### src/rtl/retro_cache_fill_controller.sv
// retro_cache_fill_controller
// ---------------------------------------------------------------------------
// Miss sequencer and cache-port owner for the one-cycle cartridge cache.
// In IDLE, core reads pass straight through to the cache port. A read miss
// raises o_Delay in the same cycle. The block then requests one aligned cache
// line from backing memory and writes every returned byte into the cache.
// One settle cycle (DONE) follows before the core is released to retry.
//
// Ports:
//   i_Clk, i_Reset_n          clock, synchronous active-low reset
//   i_CoreAccess/Address/Bank core read strobe, address, current bank number
//   o_Delay                   stall request to the CCCU
//   o_CoreDout                read data to core (= i_CacheDin)
//   o_CacheAccess/Write/Address/Dout, i_CacheDin, i_CacheDataReady
//                             cache port (address = {bank, core address})
//   o_MemReq, o_MemAddress, i_MemAck, i_MemValid, i_MemData
//                             backing-memory line request and fill beats
//   o_MissCount, o_FillCycles saturating statistics counters, present only
//                             when RETRO_CACHE_FILL_STATS_EN is defined
//
// Optional feature macro: RETRO_CACHE_FILL_STATS_EN
// ---------------------------------------------------------------------------
module retro_cache_fill_controller #(
    parameter int CoreAddressWidth = 16,
    parameter int BankBits         = 4,
    parameter int DataBusWidth     = 8,
    parameter int CacheLineBits    = 7
) (
    input  logic                                 i_Clk,
    input  logic                                 i_Reset_n,
    input  logic                                 i_CoreAccess,
    input  logic [CoreAddressWidth-1:0]          i_CoreAddress,
    input  logic [BankBits-1:0]                  i_Bank,
    output logic                                 o_Delay,
    output logic [DataBusWidth-1:0]              o_CoreDout,
    output logic                                 o_CacheAccess,
    output logic                                 o_CacheWrite,
    output logic [BankBits+CoreAddressWidth-1:0] o_CacheAddress,
    output logic [DataBusWidth-1:0]              o_CacheDout,
    input  logic [DataBusWidth-1:0]              i_CacheDin,
    input  logic                                 i_CacheDataReady,
    output logic                                 o_MemReq,
    output logic [BankBits+CoreAddressWidth-1:0] o_MemAddress,
    input  logic                                 i_MemAck,
    input  logic                                 i_MemValid,
    input  logic [DataBusWidth-1:0]              i_MemData
`ifdef RETRO_CACHE_FILL_STATS_EN
    ,
    output logic [31:0]                          o_MissCount,
    output logic [31:0]                          o_FillCycles
`endif
);

    localparam int FAW = BankBits + CoreAddressWidth;

    localparam logic [1:0] IDLE    = 2'd0;
    localparam logic [1:0] REQUEST = 2'd1;
    localparam logic [1:0] FILL    = 2'd2;
    localparam logic [1:0] DONE    = 2'd3;

    logic [1:0]                 r_state;
    // Only the line-number bits of the base are stored; offset bits are zero.
    logic [FAW-CacheLineBits-1:0] r_base_hi;
    logic [CacheLineBits-1:0]   r_count;
    logic                       r_mem_req;
    logic [FAW-1:0]             r_mem_addr;

    logic [FAW-1:0]             w_full_addr;
    logic [FAW-1:0]             w_line_base;
    logic [FAW-1:0]             w_fill_addr;
    logic                       w_miss;
    logic                       w_last_beat;

    assign w_full_addr = {i_Bank, i_CoreAddress};
    assign w_line_base = {w_full_addr[FAW-1:CacheLineBits], {CacheLineBits{1'b0}}};
    assign w_fill_addr = {r_base_hi, r_count};
    assign w_miss      = i_CoreAccess & ~i_CacheDataReady;
    assign w_last_beat = (r_count == {CacheLineBits{1'b1}});

    always_ff @(posedge i_Clk) begin
        if (!i_Reset_n) begin
            r_state    <= IDLE;
            r_base_hi  <= '0;
            r_count    <= '0;
            r_mem_req  <= 1'b0;
            r_mem_addr <= '0;
        end else begin
            case (r_state)
                IDLE: begin
                    if (w_miss) begin
                        r_base_hi  <= w_full_addr[FAW-1:CacheLineBits];
                        r_mem_addr <= w_line_base;
                        r_mem_req  <= 1'b1;
                        r_state    <= REQUEST;
                    end
                end
                REQUEST: begin
                    // Beats arriving before the ack are not part of this line.
                    if (i_MemAck) begin
                        r_mem_req <= 1'b0;
                        r_count   <= '0;
                        r_state   <= FILL;
                    end
                end
                FILL: begin
                    if (i_MemValid) begin
                        r_count <= r_count + {{(CacheLineBits-1){1'b0}}, 1'b1};
                        if (w_last_beat) begin
                            r_state <= DONE;
                        end
                    end
                end
                default: begin
                    r_state <= IDLE;
                end
            endcase
        end
    end

    always_comb begin
        o_Delay        = 1'b1;
        o_CacheAccess  = 1'b0;
        o_CacheWrite   = 1'b0;
        o_CacheAddress = w_fill_addr;
        case (r_state)
            IDLE: begin
                o_Delay        = w_miss;
                o_CacheAccess  = i_CoreAccess;
                o_CacheAddress = w_full_addr;
            end
            FILL: begin
                o_CacheAccess = i_MemValid;
                o_CacheWrite  = i_MemValid;
            end
            default: begin
            end
        endcase
    end

    assign o_CoreDout   = i_CacheDin;
    assign o_CacheDout  = i_MemData;
    assign o_MemReq     = r_mem_req;
    assign o_MemAddress = r_mem_addr;

`ifdef RETRO_CACHE_FILL_STATS_EN
    logic [31:0] r_miss_count;
    logic [31:0] r_fill_cycles;

    always_ff @(posedge i_Clk) begin
        if (!i_Reset_n) begin
            r_miss_count  <= '0;
            r_fill_cycles <= '0;
        end else begin
            if ((r_state == IDLE) && w_miss && (r_miss_count != 32'hFFFF_FFFF)) begin
                r_miss_count <= r_miss_count + 32'd1;
            end
            if ((r_state != IDLE) && (r_fill_cycles != 32'hFFFF_FFFF)) begin
                r_fill_cycles <= r_fill_cycles + 32'd1;
            end
        end
    end

    assign o_MissCount  = r_miss_count;
    assign o_FillCycles = r_fill_cycles;
`endif

endmodule

### config.mk
export PLATFORM = sky130hd
export DESIGN_NAME = retro_cache_fill_controller
export DESIGN_NICKNAME = d
export VERILOG_FILES = /design/src/rtl/retro_cache_fill_controller.sv
export SDC_FILE = /design/constraint.sdc
export NUM_CORES = 1
export LEC_CHECK = 0
export BUFFER_PORTS_ARGS = -buffer_cell sky130_fd_sc_hd__buf_2
export CORE_UTILIZATION = 40
export DETAILED_ROUTE_END_ITERATION = 8
export PLACE_DENSITY_LB_ADDON = 0.2
export SYNTH_ARGS = -nofsm -noshare
export SYNTH_HDL_FRONTEND = slang
export SYNTH_SLANG_ARGS = --single-unit
### constraint.sdc
create_clock -name i_Clk -period 2 [get_ports i_Clk]
set_input_delay 0.2 -clock i_Clk [delete_from_list [all_inputs] [get_ports i_Clk]]
set_output_delay 0.2 -clock i_Clk [all_outputs]
set_load 0.02 [all_outputs]
# [Yosys cells after proc, flatten, opt, wreduce, memory -nomap -nowiden]
# Index checks and enable logic that the tools add are counted.
[op_classes] n_eq_ne=7 bitwise=2 mux=15 addsub=1 reduce_logical=7
[ops] cell="20-bit 2-to-1 mux" count=1
[ops] cell="7-bit 2-to-1 mux" count=2
[ops] cell="7-bit case mux with 2 select lines" count=1
[ops] cell="2-bit 2-to-1 mux" count=4
[ops] cell="2-bit inequality test, second input constant" count=4
[ops] cell="7-bit by 1-bit adder with 7-bit output, second input constant" count=1
[ops] cell="7-bit == test, second input constant" count=1
[ops] cell="2-bit case mux with 3 select lines" count=1
[ops] cell="3-bit AND reduction" count=2
[ops] cell="1-bit 2-to-1 mux" count=4
[ops] cell="1-bit case mux with 2 select lines" count=2
[ops] cell="4-bit AND reduction" count=1
[ops] cell="2-bit nonzero test" count=2
[ops] cell="2-bit by 1-bit == test with 1-bit output, second input constant" count=1
[ops] cell="2-bit == test, second input constant" count=1
[ops] cell="2-bit zero test" count=1
[ops] cell="2-bit AND reduction" count=1
[ops] cell="1-bit bitwise AND" count=1
[ops] cell="1-bit inverter" count=1
[totals] in_bits=42 regBits=23

# [Longest topological paths before layout]
# Gate-level depths: netlist of run 1.
[logic_depth] depth_word=4 ltp_mapped=7 ltp_nobuf=6

# [Worst setup path after synthesis of run 1]
# OpenSTA, ideal clock, no wires.
[synth_path] path_type="register -> output" from="register r_state[0]" to="output port o_CacheAddress[10]" path_buffers=2 stages_incl_launch_ff=6 arrival_ns=1.415 setup_slack_ns=0.385 cell_sequence="dfxtp_1 inv_1 ha_1 buf_2 clkbuf_1 mux2_2"
[synth_via] elab_chain_cells=2
[synth_lines] item="start, declared" line="61" text="logic [1:0] r_state;"
[synth_lines] item="start signal, assigned" line="82" text="r_state <= IDLE;"
[synth_lines] item="start signal, assigned" line="94" text="r_state <= REQUEST;"
[synth_lines] item="start signal, assigned" line="102" text="r_state <= FILL;"
[synth_lines] item="2-bit zero test" line="125" text="case (r_state)"
[synth_lines] item="20-bit 2-to-1 mux" line="125"
[synth_lines] item="end, declared" line="38" text="output logic [BankBits+CoreAddressWidth-1:0] o_CacheAddress,"
# No other way between the ends.

# [Worst setup path after layout of run 1]
[layout_path] from="register r_state[1]" to="output port o_CacheAddress[1]"
# The elaborated chain is that of the path after synthesis.

==> results.py, run 1 <==
metrics = {
    "worst_setup_path": {
        "cpPeakStageDelay_ns": 0.35,
        "setup.worst_path.start_class": "flip-flop",
        "worst_setup_path_end_kind": "output pin",
        "worstSetupPathType": "reg -> out",
        "arrival_ns": 1.66,
        "path_cells": "inv_1 -> ha_2 -> buf_4 -> mux2_2 -> buf_2",
        "critPathMaxFanout": 11,
        "worstPathRequired_ns": 1.80,
        "startpoint": "r_state[1]",
        "crit_slowest_cell": "dfxtp_1",
        "r2r-start": "r_state[0]",
    },
    "timing": {
        "layout_min_cycle_time_ns": 1.86,
        "tightest_slew_ns": 0.573,
        "final-hold-violation-count": 0,
        "period_share_pct": 93.1,
        "rsz0062_at_grt": "no",
        "slew_violations": 0,
        "fmax_mhz": 537,
        "setup_viol": 0,
        "maxSlewHeadroom_pct": 60.7,
        "fin_setup_tns_ns": 0,
        "skew_ns": 0.00721,
    },
    "detailed_routing": {
        "drtPass1Iterations": 4,
        "ant_nets": 0,
        "viasPerCell": 4.85,
        "vias": 1300,
        "wl_per_cell_um": 11.9,
        "wl_mm": 3.18,
        "drc_errors": 0,
        "drtIter0Drc": 25,
    },
    "clocking": {
        "cts_buffer_depth": 2,
        "post_cts_buffers": 0,
        "cts_tree": "built",
        "cts_root_buf": "clkbuf_8",
        "cts_buffers": 3,
        "ctsHoldBuffers": 0,
        "cts_sinks": 23,
        "clk_pin_slew_ns": 0.08,
        "ctsResizeCount": 0,
        "clk_latency_ns": 0.26,
        "h-tree-depth": 1,
    },
    "logic_synthesis": {
        "postSynth.asyncResetShare_pct": 0,
        "ys_seq_elements": 23,
        "synth-edff-count": 0,
        "synth_common_cells": "nand2_1, buf_4, dfxtp_1",
        "synth_area_leaders": "dfxtp_1, mux2_2, buf_4, nand2_1, a21boi_0",
        "yosysTopAreaCell": "dfxtp_1",
        "yosysSeqAreaShare_pct": 30.6,
        "avgSynthCellArea_um2": 8.46,
        "synth_most_common_cell": "nand2_1",
        "ys_types": 27,
        "synth_area_mm2": 0.00151,
        "synth_top_area_share_pct": 30.6,
        "synthCells": 178,
        "yosysWarnings": 0,
        "yosys_most_used_dff": "dfxtp_1",
    },
    "floorplanning": {
        "die_w_um": 63.4,
        "dieArea_mm2": 0.00402,
        "io_pins": 102,
        "std_cell_rows": 21,
        "start_util_pct": 43.4,
        "core_mm2": 0.00347,
        "fp.dieH_um": 63.4,
    },
    "global_route": {
        "grt_pass1_vias": 1209,
        "grt_overflow": 0,
        "grt_use_total_pct": 16.3,
        "antenna_found_initial": 0,
        "grt_pass1_wl_mm": 5.22,
        "grt_max_degree": 23,
    },
    "place": {
        "place_area_mm2": 0.00171,
        "detailed_place_hpwl_mm": 2.45,
        "place_congestion": 0.797,
        "port_buffers": 62,
    },
    "layout": {
        "diodes": 0,
        "final_nets": 270,
        "areaGrowthSynthToFinish_pct": 16.9,
        "fillers": 358,
        "fin_area_mm2": 0.00176,
        "drive_gt1_share_pct": 41.0,
    },
    "status": {
        "status": "finished, final reports clean",
    },
    "run": {
        "max_cap_violations": 0,
    },
    "power": {
        "power_density_mw_per_mm2": 1100,
        "irDropWorstVdd_v": 0.000436,
        "p_leak_uw": 0.000823,
    },
    "worst_hold_path": {
        "min-delay-start": "i_Bank[1]",
        "min_path_type": "in -> reg",
    },
}
-- final timing paths --
path	endpoint	slack, ns	depth (start not counted)
max	o_CacheAddress[1]	0.14	5
min	r_base_hi[10]	0.20	3
max reg2reg	r_count[5]	0.24	6
min reg2reg	r_base_hi[2]	0.48	2
-- layout make-up --
type	count	area (µm²)	share of cell area, %
clock buffer	4	45.0	2.56
inverter	4	15.0	0.853
multi-input combinational	126	850	48.3
sequential	23	460	26.2
tap	46	57.6	3.27
timing repair buffer	65	333	18.9
-- state kept, by name (all words and copies together) (netlist names) --
| name | flops |
|---|---|
| r_count | 7 |
| r_state | 2 |
| r_base_hi | 13 |
| o_MemReq | 1 |
-- critical path, delay by kind of cell (launching register included) --
family | cells | cell delay, ns
muxes | 1 | 0.35
buffers and inverters | 3 | 0.47
DFF | 1 | 0.35
adders and majority gates | 1 | 0.23
-- cells in the final DEF, fill, tap and decap left out --
cell / n
nor3b_1: 2
and3_1: 2
conb_1: 7
nand3_2: 1
a21boi_0: 16
dfxtp_1: 23
ha_2: 1
inv_1: 4
buf_2: 62
o21a_1: 4
ha_1: 4
nor3_1: 2
nor4_1: 2
nand3_1: 3
a2111o_1: 1
a21o_1: 1
mux2i_1: 3
nor2_1: 7
o31a_2: 1
nand2b_1: 1
mux2_2: 20
clkbuf_8: 3
buf_4: 3
clkbuf_1: 1
nand2_1: 36
o21ai_0: 3
and2_1: 1
nor2b_1: 4
xnor2_1: 4
-- kinds of logic after synthesis --
group	share of synthesized area, %
compound gates	12.9
xor+xnor	2.33
fa+ha+maj	4.15
buf+inv	14.7
flops	30.6
mux	16.9
other cells	0.249
simple gates	18.2
-- layer usage --
| metal | track usage [%] | vias up | share of wire, % |
|---|---|---|---|
| met1 | 18.9 | 563 | 47 |
| met5 | 0 | - | 0 |
| li1 | - | 656 | - |
| met3 | 4.89 | 16 | 7.7 |
| met4 | 7.39 | 0 | 2.7 |
| met2 | 27.3 | 65 | 43 |
-- power breakdown --
group / switching, µW / leakage (µW) / internal [µW] / total, µW
clock: 138 / 0.0000228 / 142 / 279
combinational: 641 / 0.000613 / 468 / 1110
sequential: 41.0 / 0.000187 / 507 / 548
-- stage by stage --
stage	std cells	total power [µW]	util, %	setup WS [ns]	hold WS (ns)
2_1_floorplan	184	1410	-	0.385	0.345
3_3_place_gp	264	1660	49.4	0.324	0.400
3_5_place_dp	264	1670	49.4	0.242	0.400
4_1_cts	268	1960	50.7	0.0737	0.193
5_1_grt	268	2070	50.8	0.0415	0.196
6_report	268	1940	50.8	0.138	0.196
Power figures use the tool's default switching activity.
==> inputs of run 2 (changes only) <==
Settings changed: ABC_AREA set to 1.
==> run 2 against run 1 <==
  * Register-to-register slack improved by 0.17 ns
  * Critical path depth is 1 higher
  * Non-clock buffer count did not move
  * Cell area down 4.1%
  * Sequential share of layout area grew 1.1 points
  * Utilization is 0.96 points lower
  * Worst setup slack gained 0.065 ns
  * Cell count rose by 15%
  * Critical path type unchanged
  * Largest cell class unchanged
==> results.py, run 2 <==
metrics = {
    "place": {
        "detailed_place_hpwl_mm": 2.44,
        "placed_cells": 303,
        "port_buffers": 62,
        "place_congestion": 0.896,
    },
    "worst_setup_path": {
        "cpPeakStageDelay_ns": 0.37,
        "worst_setup_path_end_kind": "output pin",
        "arrival_ns": 1.60,
        "setup.worst_path.start_class": "flip-flop",
        "r2r-start": "r_state[0]",
        "path_cells": "inv_1 -> ha_4 -> buf_4 -> nand2_1 -> o21ai_0 -> buf_2",
        "critPathMaxFanout": 14,
        "worstPathRequired_ns": 1.80,
        "crit_slowest_cell": "dfxtp_1",
        "worstSetupPathType": "reg -> out",
        "startpoint": "r_state[0]",
    },
    "power": {
        "switchingPower_uw": 1050,
        "p_leak_uw": 0.000876,
        "p_int_uw": 1040,
        "irDropWorstVdd_v": 0.000567,
        "power_frac_seq_pct": 27.2,
        "power_density_mw_per_mm2": 1240,
        "p_clk_share_pct": 10.8,
        "netSwitchingFraction_pct": 50.3,
        "comb_power_share_pct": 62.0,
    },
    "logic_synthesis": {
        "yosysWarnings": 0,
        "synthAdderAreaFrac_pct": 4.34,
        "yosys_most_used_dff": "dfxtp_1",
        "yosysSeqAreaShare_pct": 32.0,
        "ys_types": 20,
        "synth_area_leaders": "dfxtp_1, nand2_1, buf_4, o21ai_0, a21oi_1",
        "ys_seq_elements": 23,
        "synth-simple-area-share_pct": 21.0,
        "synth_mux_area_share_pct": 0,
        "synth_top_area_share_pct": 32.0,
        "synth_most_common_cell": "nand2_1",
        "synth-edff-count": 0,
        "yosysTopAreaCell": "dfxtp_1",
        "synthCells": 216,
        "synth_compound_area_share_pct": 20.2,
        "avgSynthCellArea_um2": 6.67,
        "synth_top_family_by_area": "buffers and inverters",
        "synth_common_cells": "nand2_1, o21ai_0, inv_1",
        "synth_xor_area_share_pct": 0.608,
        "synth_area_mm2": 0.00144,
        "postSynth.asyncResetShare_pct": 0,
    },
    "detailed_routing": {
        "viasPerCell": 4.67,
        "ant_nets": 0,
        "drtIter0Drc": 54,
        "wl_per_cell_um": 10.5,
        "vias": 1435,
        "drtPass1Iterations": 5,
        "drc_errors": 0,
        "wl_mm": 3.22,
    },
    "floorplanning": {
        "std_cell_rows": 21,
        "core_mm2": 0.00339,
        "start_util_pct": 42.5,
        "io_pins": 102,
        "fp.dieH_um": 62,
        "die_w_um": 62,
        "dieArea_mm2": 0.00384,
    },
    "clocking": {
        "cts_buffer_depth": 2,
        "clk_latency_ns": 0.32,
        "cts_root_buf": "clkbuf_4",
        "post_cts_buffers": 0,
        "h-tree-depth": 1,
        "ctsHoldBuffers": 0,
        "cts_tree": "built",
        "cts_sinks": 23,
        "cts_buffers": 3,
        "clk_pin_slew_ns": 0.13,
    },
    "global_route": {
        "antenna_found_initial": 0,
        "grt_max_degree": 28,
        "grt_pass1_vias": 1103,
        "grt_use_total_pct": 16.6,
        "grt_overflow": 0,
        "grt_pass1_wl_mm": 4.67,
    },
    "timing": {
        "rsz0062_at_grt": "no",
        "slew_violations": 0,
        "final-hold-violation-count": 0,
        "period_share_pct": 89.9,
        "skew_ns": 0.00138,
        "setup_viol": 0,
        "fmax_mhz": 556,
        "layout_min_cycle_time_ns": 1.80,
        "fin_setup_tns_ns": 0,
    },
    "layout": {
        "multi_input_area_um2": 704,
        "final_cells": 307,
        "regMostFlops": "r_base_hi",
        "fillers": 368,
        "final-seq-area_um2": 460,
        "largest_reg_flops": 13,
        "final_nets": 309,
        "diodes": 0,
        "drive_gt1_share_pct": 29.1,
        "final_common_cell": "buf_2",
        "reg_top3": "r_base_hi: 13 flops, r_count: 7 flops, r_state: 2 flops",
        "layout_common_cells": "buf_2, nand2_1, o21ai_0",
        "areaGrowthSynthToFinish_pct": 17.2,
    },
    "worst_hold_path": {
        "min-delay-start": "i_CoreAddress[15]",
        "min_path_type": "in -> reg",
    },
    "run": {
        "max_cap_violations": 0,
    },
    "status": {
        "status": "finished, final reports clean",
    },
}
run 2: cell count changes after synthesis, moves of 3 or more:
cell / change
a21boi_0: -16
a21oi_1: +22
clkbuf_1: -3
inv_1: +24
mux2_2: -20
mux2i_1: -3
nand2_1: +12
nand4_1: +3
nor2_1: +3
nor2b_1: -4
o21ai_0: +29
xnor2_1: -4
run 2: path summary, 6_finish.rpt:
| check | to | slack (ns) | cells past startpoint |
|---|---|---|---|
| worst min register to register | r_base_hi[3] | 0.47 | 2 |
| worst max-delay path | o_CacheAddress[3] | 0.20 | 6 |
| worst max register to register | r_base_hi[2] | 0.41 | 5 |
| worst min-delay path | r_base_hi[8] | 0.17 | 3 |
run 2: critical path: cells and delay by family, from the launching register on:
family                     cells  cell delay [ns]
buffers and inverters          3             0.52
DFF                            1             0.37
adders and majority gates      1             0.23
AOI/OAI and AO/OA              1             0.09
and+or+nand+nor                1             0.06
run 2: area by class of cell:
cell class / instances / area share [%]
multi-input cells: 141 / 41.7
well taps: 46 / 3.41
repair buffers: 65 / 19.7
clock buffers: 3 / 1.33
clock inverters: 1 / 0.297
flip-flops and latches: 23 / 27.3
inverters: 28 / 6.23
run 2: cells by family after synthesis:
family,count (synthesis)
AO/OA/AOI/OAI,57
XOR/XNOR,1
adder cells (fa/ha/maj),5
buffers and inverters,58
flip-flops,23
other,1
AND/OR/NAND/NOR,71
run 2: metrics by stage:
stage               utilization (%)  total power, µW  setup WS, ns  hold slack [ns]  cell area (µm²)
floorplan                         -             1520         0.446            0.338             1460
global placement               48.6             1840         0.270            0.400             1650
detailed placement             48.6             1850         0.163            0.400             1650
CTS                            49.5             2090         0.100            0.158             1680
global route                   49.8             2290        0.0426            0.163             1690
finish                         49.8             2090         0.203            0.170             1690
run 2: metal layers:
metal | share of wire, % | global-route usage [%]
met1 | 45 | 20.9
met5 | 0 | 0
met2 | 46 | 27.8
met4 | 0.65 | 3.81
met3 | 7.9 | 4.76
run 2: timing repair:
item,CTS,global route
setup endpoints to repair,2,3
cloned,0,0
pin swaps,0,0
resized for setup,1,1
run 2: power groups by stage:
stage               clock network, µW  logic, µW  registers (µW)
detailed placement                  0       1270             579
floorplan                           0        886             634
global placement                    0       1270             576
finish                            226       1300             568
global route                      257       1460             579
CTS                               240       1280             568
==> inputs of run 3 (changes only) <==
Settings changed: CORE_ASPECT_RATIO set to 1.1, PLACE_DENSITY set to 0.85, PLACE_DENSITY_LB_ADDON 0.2 to unset.
==> run 3 against run 2 <==
  * Power decreased by 1.4%
  * Global-route usage decreased by 0.24 points
  * Cell area decreased by 0.30%
  * Worst hold slack improved by 0.0051 ns
  * Clock-buffer cell count unchanged
  * Via count decreased by 0.42%
  * Highest routed layer unchanged
  * Worst setup slack got worse by 0.036 ns
  * Fmax decreased by 2.0%
  * First-iteration DRC count increased by 120%
==> results.py, run 3 (synthesis gave the netlist of run 2 again) <==
metrics = {
    "power": {
        "power_density_mw_per_mm2": 1220,
        "irDropWorstVdd_v": 0.000533,
        "p_leak_uw": 0.000871,
        "report.power.total_uw": 2060,
    },
    "detailed_routing": {
        "drtIter0Drc": 117,
        "drtPass1Iterations": 6,
        "wl_mm": 3.05,
        "wl_per_cell_um": 9.90,
        "ant_nets": 0,
        "drc_errors": 0,
        "viasPerCell": 4.64,
        "vias": 1429,
    },
    "status": {
        "status": "finished, final reports clean",
    },
    "global_route": {
        "grt_max_degree": 28,
        "antenna_found_initial": 0,
        "grt_use_total_pct": 16.3,
        "grt_overflow": 0,
        "grt_pass1_wl_mm": 4.89,
        "grt_pass1_vias": 1204,
    },
    "worst_setup_path": {
        "path_delay_family": "buffers and inverters",
        "crit_slowest_cell": "dfxtp_1",
        "worstSetupPathType": "reg -> out",
        "critPathMaxFanout": 19,
        "arrival_ns": 1.63,
        "reg2reg_slack_ns": 0.41,
        "path_buf_inv": 3,
        "path_cells": "inv_1 -> ha_4 -> buf_4 -> o21ai_0 -> buf_2",
        "setup.worst_path.start_class": "flip-flop",
        "cpPeakStageDelay_ns": 0.41,
        "worstPathRequired_ns": 1.80,
        "worst_setup_path_end_kind": "output pin",
    },
    "timing": {
        "slew_violations": 0,
        "setup_viol": 0,
        "hold_slack_ns": 0.175,
        "fmax_mhz": 545,
        "rsz0062_at_grt": "no",
        "fin_setup_tns_ns": 0,
        "final-hold-violation-count": 0,
        "skew_ns": 0.00701,
        "layout_min_cycle_time_ns": 1.83,
        "period_share_pct": 91.7,
    },
    "run": {
        "max_cap_violations": 0,
    },
    "floorplanning": {
        "fp.dieH_um": 64.9,
        "die_w_um": 59.2,
        "start_util_pct": 42.5,
        "std_cell_rows": 22,
        "dieArea_mm2": 0.00384,
        "io_pins": 102,
        "core_mm2": 0.00339,
    },
    "layout": {
        "regMostFlops": "r_base_hi",
        "final_common_cell": "buf_2",
        "reg_top3": "r_base_hi: 13 flops, r_count: 7 flops, r_state: 2 flops",
        "areaGrowthSynthToFinish_pct": 16.9,
        "largest_reg_flops": 13,
        "multi_input_area_um2": 704,
        "final-seq-area_um2": 460,
        "drive_gt1_share_pct": 28.8,
        "fillers": 343,
        "final_nets": 308,
        "layout_common_cells": "buf_2, nand2_1, o21ai_0",
        "diodes": 0,
    },
    "place": {
        "detailed_place_hpwl_mm": 2.42,
        "place_congestion": 0.861,
        "port_buffers": 62,
    },
    "clocking": {
        "clk_pin_slew_ns": 0.13,
        "cts_buffer_depth": 2,
        "cts_sinks": 23,
        "cts_buffers": 3,
        "cts_tree": "built",
        "cts_root_buf": "clkbuf_4",
        "post_cts_buffers": 0,
        "clk_latency_ns": 0.31,
        "h-tree-depth": 1,
    },
    "worst_hold_path": {
        "min_path_type": "in -> reg",
    },
}
## run 3: changes by cell type in the layout (fill, tap and decap cells not counted)
| cell | before | now |
|---|---|---|
| buf_4 | 3 | 2 |
## run 3: timing repair
item                                    in CTS  in global routing
hold buffers                                 0                  0
resized for setup                            1                  1
endpoints found under the setup margin      15                 17
## run 3: cell type report
cell class / count / area share [%]
multi-input combinational: 141 / 41.9
timing repair buffer: 64 / 19.3
tap: 48 / 3.57
sequential: 23 / 27.4
clock buffer: 3 / 1.34
clock inverter: 1 / 0.297
inverter: 28 / 6.25
## run 3: layer usage
layer	GRT usage, %	part of all wire (%)	up-vias	wire length, µm
li1	-	-	750	-
met3	2.79	4.6	10	140
met1	17.5	43	615	1300
met4	5.95	1.5	0	45
met5	0	0	-	0
met2	30.8	51	54	1570
## run 3: power breakdown
group	leakage [µW]	internal (µW)	switching, µW
Clock	0.0000177	74.7	143
Combinational	0.000666	423	852
Sequential	0.000188	527	41.9
## run 3: path summary, 6_finish.rpt
check,startpoint,to,cells after the start
hold / removal,i_CoreAddress[13],r_base_hi[6],3
hold reg to reg,r_base_hi[9],r_base_hi[9],2
setup / recovery,r_state[1],o_CacheAddress[7],5
setup reg to reg,r_state[0],r_base_hi[11],5
## run 3: worst min-delay path, cell delays in order
cell and delay, ns:
buf_2 0.08, o21ai_0 0.07, a21oi_1 0.10
## run 3: metrics by stage
stage          std cells  instance area [µm²]  util [%]  setup slack (ns)
5_1_grt              308                 1680      49.7            0.0406
6_report             308                 1680      49.7             0.166
2_1_floorplan        222                 1460         -             0.446
4_1_cts              308                 1670      49.4            0.0460
3_3_place_gp         304                 1640      48.5             0.145
3_5_place_dp         304                 1640      48.5            0.0375
